**src/rtl/data_mem_responder.sv**
```systemverilog
// data_mem_responder: byte-serial data memory with load/store FSM, sub-word access and alignment faults
module data_mem_responder #(
  parameter int ADDR_W = 8
) (
  input  logic              clk,
  input  logic              reset_n,
  input  logic              mem_enable,
  input  logic              mem_RW,
  input  logic [1:0]        mem_size,
  input  logic [ADDR_W-1:0] addr,
  input  logic [31:0]       wdata,
  output logic [31:0]       rdata,
  output logic              rdata_valid,
  output logic              mem_busy,
  output logic              align_fault
);
  typedef enum logic [1:0] {IDLE, ACCESS, RESP} state_t;
  state_t state_q, state_d;
  logic [1:0] cnt_q, cnt_d, size_q, size_d;
  logic rw_q, rw_d, fault_q, fault_d;
  logic [ADDR_W-1:0] addr_q, addr_d;
  logic [31:0] wdata_q, wdata_d, rdata_q, rdata_d;
  logic [7:0] mem_q [2**ADDR_W];
  logic accept, misaligned;
  logic [1:0] last_idx;
  logic [ADDR_W-1:0] byte_addr;
  logic [7:0] rd_byte, wr_byte;
  assign accept     = mem_enable && state_q != ACCESS;
  assign misaligned = (mem_size == 2'b01) ? addr[0] : (mem_size == 2'b10) ? 1'b0 : |addr[1:0];
  assign last_idx   = (size_q == 2'b01) ? 2'd1 : (size_q == 2'b10) ? 2'd0 : 2'd3;
  assign byte_addr  = addr_q + ADDR_W'(cnt_q);
  assign rd_byte    = mem_q[byte_addr];
  assign wr_byte    = wdata_q[{cnt_q, 3'b000} +: 8];
  always_comb begin
    state_d = state_q;
    cnt_d   = cnt_q;
    size_d  = size_q;
    rw_d    = rw_q;
    fault_d = fault_q;
    addr_d  = addr_q;
    wdata_d = wdata_q;
    rdata_d = rdata_q;
    if (state_q == ACCESS) begin
      // byte 0 of a load starts a fresh word so unused upper lanes read as zero
      rdata_d = rw_q ? rdata_q : ((cnt_q == 2'd0 ? 32'd0 : rdata_q) | (32'(rd_byte) << {cnt_q, 3'b000}));
      cnt_d   = cnt_q + 2'd1;
      state_d = (cnt_q == last_idx) ? RESP : ACCESS;
    end else if (accept) begin
      cnt_d   = '0;
      size_d  = mem_size;
      rw_d    = mem_RW;
      addr_d  = addr;
      wdata_d = wdata;
      fault_d = misaligned;
      rdata_d = misaligned ? 32'd0 : rdata_q;
      state_d = misaligned ? RESP : ACCESS;
    end else begin
      state_d = IDLE;
    end
  end
  always_ff @(posedge clk or negedge reset_n) begin
    if (!reset_n) begin
      state_q <= IDLE;
      cnt_q   <= '0;
      size_q  <= '0;
      rw_q    <= 1'b0;
      fault_q <= 1'b0;
      addr_q  <= '0;
      wdata_q <= '0;
      rdata_q <= '0;
    end else begin
      state_q <= state_d;
      cnt_q   <= cnt_d;
      size_q  <= size_d;
      rw_q    <= rw_d;
      fault_q <= fault_d;
      addr_q  <= addr_d;
      wdata_q <= wdata_d;
      rdata_q <= rdata_d;
    end
  end
  // storage is deliberately outside the reset domain; reset forces IDLE, which blocks writes
  always_ff @(posedge clk) begin
    if (state_q == ACCESS && rw_q) mem_q[byte_addr] <= wr_byte;
  end
  assign rdata       = rdata_q;
  assign mem_busy    = state_q == ACCESS;
  assign rdata_valid = state_q == RESP;
  assign align_fault = rdata_valid & fault_q;
endmodule

```
**config.mk**
```make
export PLATFORM = sky130hd
export DESIGN_NAME = data_mem_responder
export DESIGN_NICKNAME = d
export VERILOG_FILES = /design/src/rtl/data_mem_responder.sv
export SDC_FILE = /design/constraint.sdc
export NUM_CORES = 2
export LEC_CHECK = 0
export ABC_CLOCK_PERIOD_IN_PS = 4300
export BUFFER_PORTS_ARGS = -buffer_cell sky130_fd_sc_hd__clkbuf_2
export CELL_PAD_IN_SITES_DETAIL_PLACEMENT = 0
export CELL_PAD_IN_SITES_GLOBAL_PLACEMENT = 1
export CORE_MARGIN = 2
export CORE_UTILIZATION = 53
export DETAILED_ROUTE_END_ITERATION = 10
export PLACE_DENSITY_LB_ADDON = 0.1
export REMOVE_ABC_BUFFERS = 1
export SLEW_MARGIN = 40
export SYNTH_ARGS = -nofsm -noshare
export SYNTH_HDL_FRONTEND = slang
export SYNTH_SLANG_ARGS = --single-unit
```
**constraint.sdc**
```tcl
create_clock -name clk -period 4.3 [get_ports clk]
set_input_delay 0.86 -clock clk [delete_from_list [all_inputs] [get_ports clk]]
set_output_delay 0.86 -clock clk [all_outputs]
set_load 0.005 [all_outputs]
```
==> flow_metrics.py <==
metrics = {
    "floorplan": {
        "floorplan.die.width_um": 400,
        "ioPinCount": 81,
        "core_area_mm2": 0.156,
        "fp-row-count": 145,
        "die-area_mm2": 0.160,
        "fp.dieH_um": 400,
        "floorplan.initialDensity": 0.533,
    },
    "timing": {
        "final-hold-violation-count": 0,
        "max-slew-margin-rel": 0.396,
        "final.min_clock_period_ns": 4.19,
        "slew_viol_final": 0,
        "finalCritPeriodShare": 0.975,
        "setup_clock_skew_after_layout_ns": 0.0214,
        "grt_setup_unrepaired": "no",
        "max_freq_mhz": 238,
        "setup_viol": 0,
        "tightest_slew_ns": 0.902,
    },
    "worst_setup_path": {
        "critical_path.reg2reg.endpoint": "rdata[13]$_DFFE_PN0P_",
        "worst-endpoint-arrival_ns": 4.89,
        "cp-start-kind": "flip-flop",
        "cp-end-kind": "flip-flop",
        "required_ns": 5.00,
        "worst-path-max-fanout": 19,
        "ff2ff_setup_slack_ns": 0.11,
        "slowest_delay_ns": 0.80,
        "worstSetupPathType": "flip-flop to flip-flop",
        "crit_top_cell": "buf_4",
        "crit_path_top_delay_cell": "fa_4",
        "path_buf_inv": 6,
        "r2r.worst_path.cells": 13,
        "worstSetupStartpoint": "cnt_q[0]$_DFFE_PN0P_",
        "critical_path.cell_chain": "ha_4 -> fa_4 -> buf_12 -> buf_12 -> buf_16 -> mux4_2 -> a2111oi_4 -> buf_4 -> nor4_2 -> buf_4 -> nand4_1 -> buf_4 -> o21ai_0",
        "r2r-start": "cnt_q[0]$_DFFE_PN0P_",
        "cp.depth": 13,
        "setup.worst_path.end": "rdata[13]$_DFFE_PN0P_",
        "critical_path.top_delay_family": "buffers and inverters",
    },
    "synthesis": {
        "synth-adder-area-share": 0.000841,
        "synth-compound-area-share": 0.0256,
        "synth-simple-area-share": 0.0503,
        "ys.warnings.count": 0,
        "top_cell_type_s_share_of_synthesized_area": 0.738,
        "synth_area_mm2": 0.0833,
        "synth.avg_cell_area_um2": 19.4,
        "seq_area_frac_synth": 0.763,
        "synth-edff-count": 2048,
        "synth_top_flop_cell": "edfxtp_1",
        "post_synth_num_cell_types": 66,
        "yosys.area.top_type": "edfxtp_1",
        "largest_family_of_logic_cells_by_synthesized_area": "multiplexers",
        "post_synth_inst_count": 4295,
        "netlist_top_cells_area": "edfxtp_1, mux4_2, dfrtp_1, nand2_1, nor2_1",
        "ys_seq_elements": 2128,
        "yosys-mux-area-fraction": 0.143,
        "synth_xor_area_frac": 0.000721,
        "synthMostInstantiatedCell": "edfxtp_1",
        "top_cells_by_count_synth": "edfxtp_1, mux4_2, nand2_1",
        "async_flop_share": 0.0376,
    },
    "clocking": {
        "cts_inserted_buffers": 212,
        "numClockSinks": 2128,
        "buffers_from_clock_root_to_sink_at_most": 3,
        "h-tree-depth": 4,
        "clk_latency_ns": 0.84,
        "tritoncts": "yes",
        "cts.root.buffer_cell": "clkbuf_16",
        "path_clk_slew_ns": 0.06,
    },
    "place": {
        "placed_cells": 6724,
        "post-dp-hpwl_um": 148000,
        "post_dp_cell_area_mm2": 0.0901,
        "port_buffers": 80,
        "routabilityCongestion": 0.867,
    },
    "route": {
        "route.detailed.wl_per_inst_um": 32.8,
        "remaining_drc_errors": 0,
        "num_vias": 44800,
        "detail-route-antenna-nets": 0,
        "first_iter_violations": 5874,
        "wl_final_um": 234000,
        "viasPerCell": 6.29,
        "detailedRoute.firstPassIterationCount": 5,
    },
    "job": {
        "timing.max_cap.violations": 0,
    },
    "layout": {
        "layout-drive-gt1-share": 0.306,
        "finish.cell_count_without_fillers": 7130,
        "area_growth_pct": 17.1,
        "final_area_mm2": 0.0975,
        "layout.nets": 4945,
        "fillers": 10900,
    },
    "min_path": {
        "holdCritPathClass": "input port to asynchronous set/reset pin",
    },
    "global_routing": {
        "grt_pass1_vias": 43900,
        "grt-ovfl-total": 0,
        "wire_length_of_the_first_global_routing_pass_um": 332000,
        "grt_start_max_net_pins": 149,
        "grt_antenna_before_repair": 12,
        "grt.total_usage": 0.292,
    },
    "outcome": {
        "status": "complete, no violations",
    },
}
area by class of cell:
class                   count  area, um2  share of cell area
flip-flops and latches   2128      63500               0.651
clock inverters           142       1350              0.0138
well taps                2058       2570              0.0264
multi-input cells        1895      18800               0.193
diodes                      2       5.00           0.0000513
clock buffers             248       5480              0.0562
repair buffers            650       5750              0.0590
inverters                   7       26.3            0.000269
layer usage:
metal	track usage	wire, um
met5	0	70
met2	0.443	109000
met3	0.0625	21600
met1	0.432	96800
met4	0.0855	6530
what timing repair did:
item / in CTS / in global routing
pin swaps: 2 / 5
cloned: 0 / 6
hold buffers: 0 / 0
setup endpoints to repair: 19 / 31
gates resized for setup: 16 / 38
buffers inserted: 2 / 7
how the worst min path moves through the flow:
stage	cells past startpoint	from	end	slack (ns)
6_report	1	reset_n	wdata_q[30]$_DFFE_PN0P_	0.05
5_1_grt	1	reset_n	wdata_q[5]$_DFFE_PN0P_	0.1
4_1_cts	1	reset_n	wdata_q[5]$_DFFE_PN0P_	0.04
3_5_place_dp	1	fault_q$_DFFE_PN0P_	fault_q$_DFFE_PN0P_	0.46
3_3_place_gp	1	fault_q$_DFFE_PN0P_	fault_q$_DFFE_PN0P_	0.46
2_1_floorplan	1	fault_q$_DFFE_PN0P_	fault_q$_DFFE_PN0P_	0.44
through the flow:
step           setup WS (ns)  setup TNS [ns]   util  hold slack, ns
3_3_place_gp          -0.439           -3.43  0.576           0.459
6_report               0.106               0  0.624          0.0463
3_5_place_dp          -0.302           -1.62  0.577           0.461
5_1_grt               0.0389               0  0.624          0.0959
2_1_floorplan         -20.70               -      -           0.441
4_1_cts               0.0121               0  0.621          0.0380
layout by cell type (no fill, tap or decap), drive strengths merged, types with 5 or more instances in the layout:
cell / Yosys / final
dfrtp: 80 / 80
nor3: 41 / 41
a22o: 49 / 49
a32oi: 20 / 20
clkinv: 0 / 101
nand2b: 11 / 11
nand3: 130 / 130
clkinvlp: 0 / 11
and2: 9 / 9
nor4: 14 / 14
mux2: 44 / 44
nand2: 436 / 436
a32o: 10 / 10
a31oi: 20 / 20
a21oi: 46 / 46
nand4: 14 / 14
a311oi: 5 / 5
edfxtp: 2048 / 2048
bufinv: 0 / 23
buf: 163 / 565
a2111oi: 10 / 10
o21ai: 40 / 40
a41o: 9 / 9
inv: 7 / 14
nor2: 284 / 284
o22ai: 24 / 24
a22oi: 24 / 24
mux2i: 97 / 97
and3: 32 / 32
clkbuf: 102 / 333
mux4: 462 / 462
worst register-to-register path, stage by stage (launching register included):
cell and delay [ns]:
dfrtp_1 0.41, ha_4 0.19, fa_4 0.80, buf_12 0.17, buf_12 0.23, buf_16 0.20, mux4_2 0.62, a2111oi_4 0.43
buf_4 0.20, nor4_2 0.05, buf_4 0.19, nand4_1 0.31, buf_4 0.20, o21ai_0 0.08
flip-flops by register name (all words and copies together), names as in the netlist:
name     cells
mem_q     2048
rdata       32
wdata_q     32
addr_q       8
cnt_q        2
size_q       2
state_q      2
fault_q      1
rw_q         1
cells by family (layout without fill, tap and decap cells):
logic type	after synthesis	in the layout
compound gates	293	293
xor+xnor	6	6
fa+ha+maj	5	5
buf+inv	272	1047
flops	2128	2128
mux	603	603
other cells	0	2
simple gates	988	988
Power is left out: the tool's default activity adds up to more than one toggle a clock period on the data nets, which glitch-free logic cannot reach.
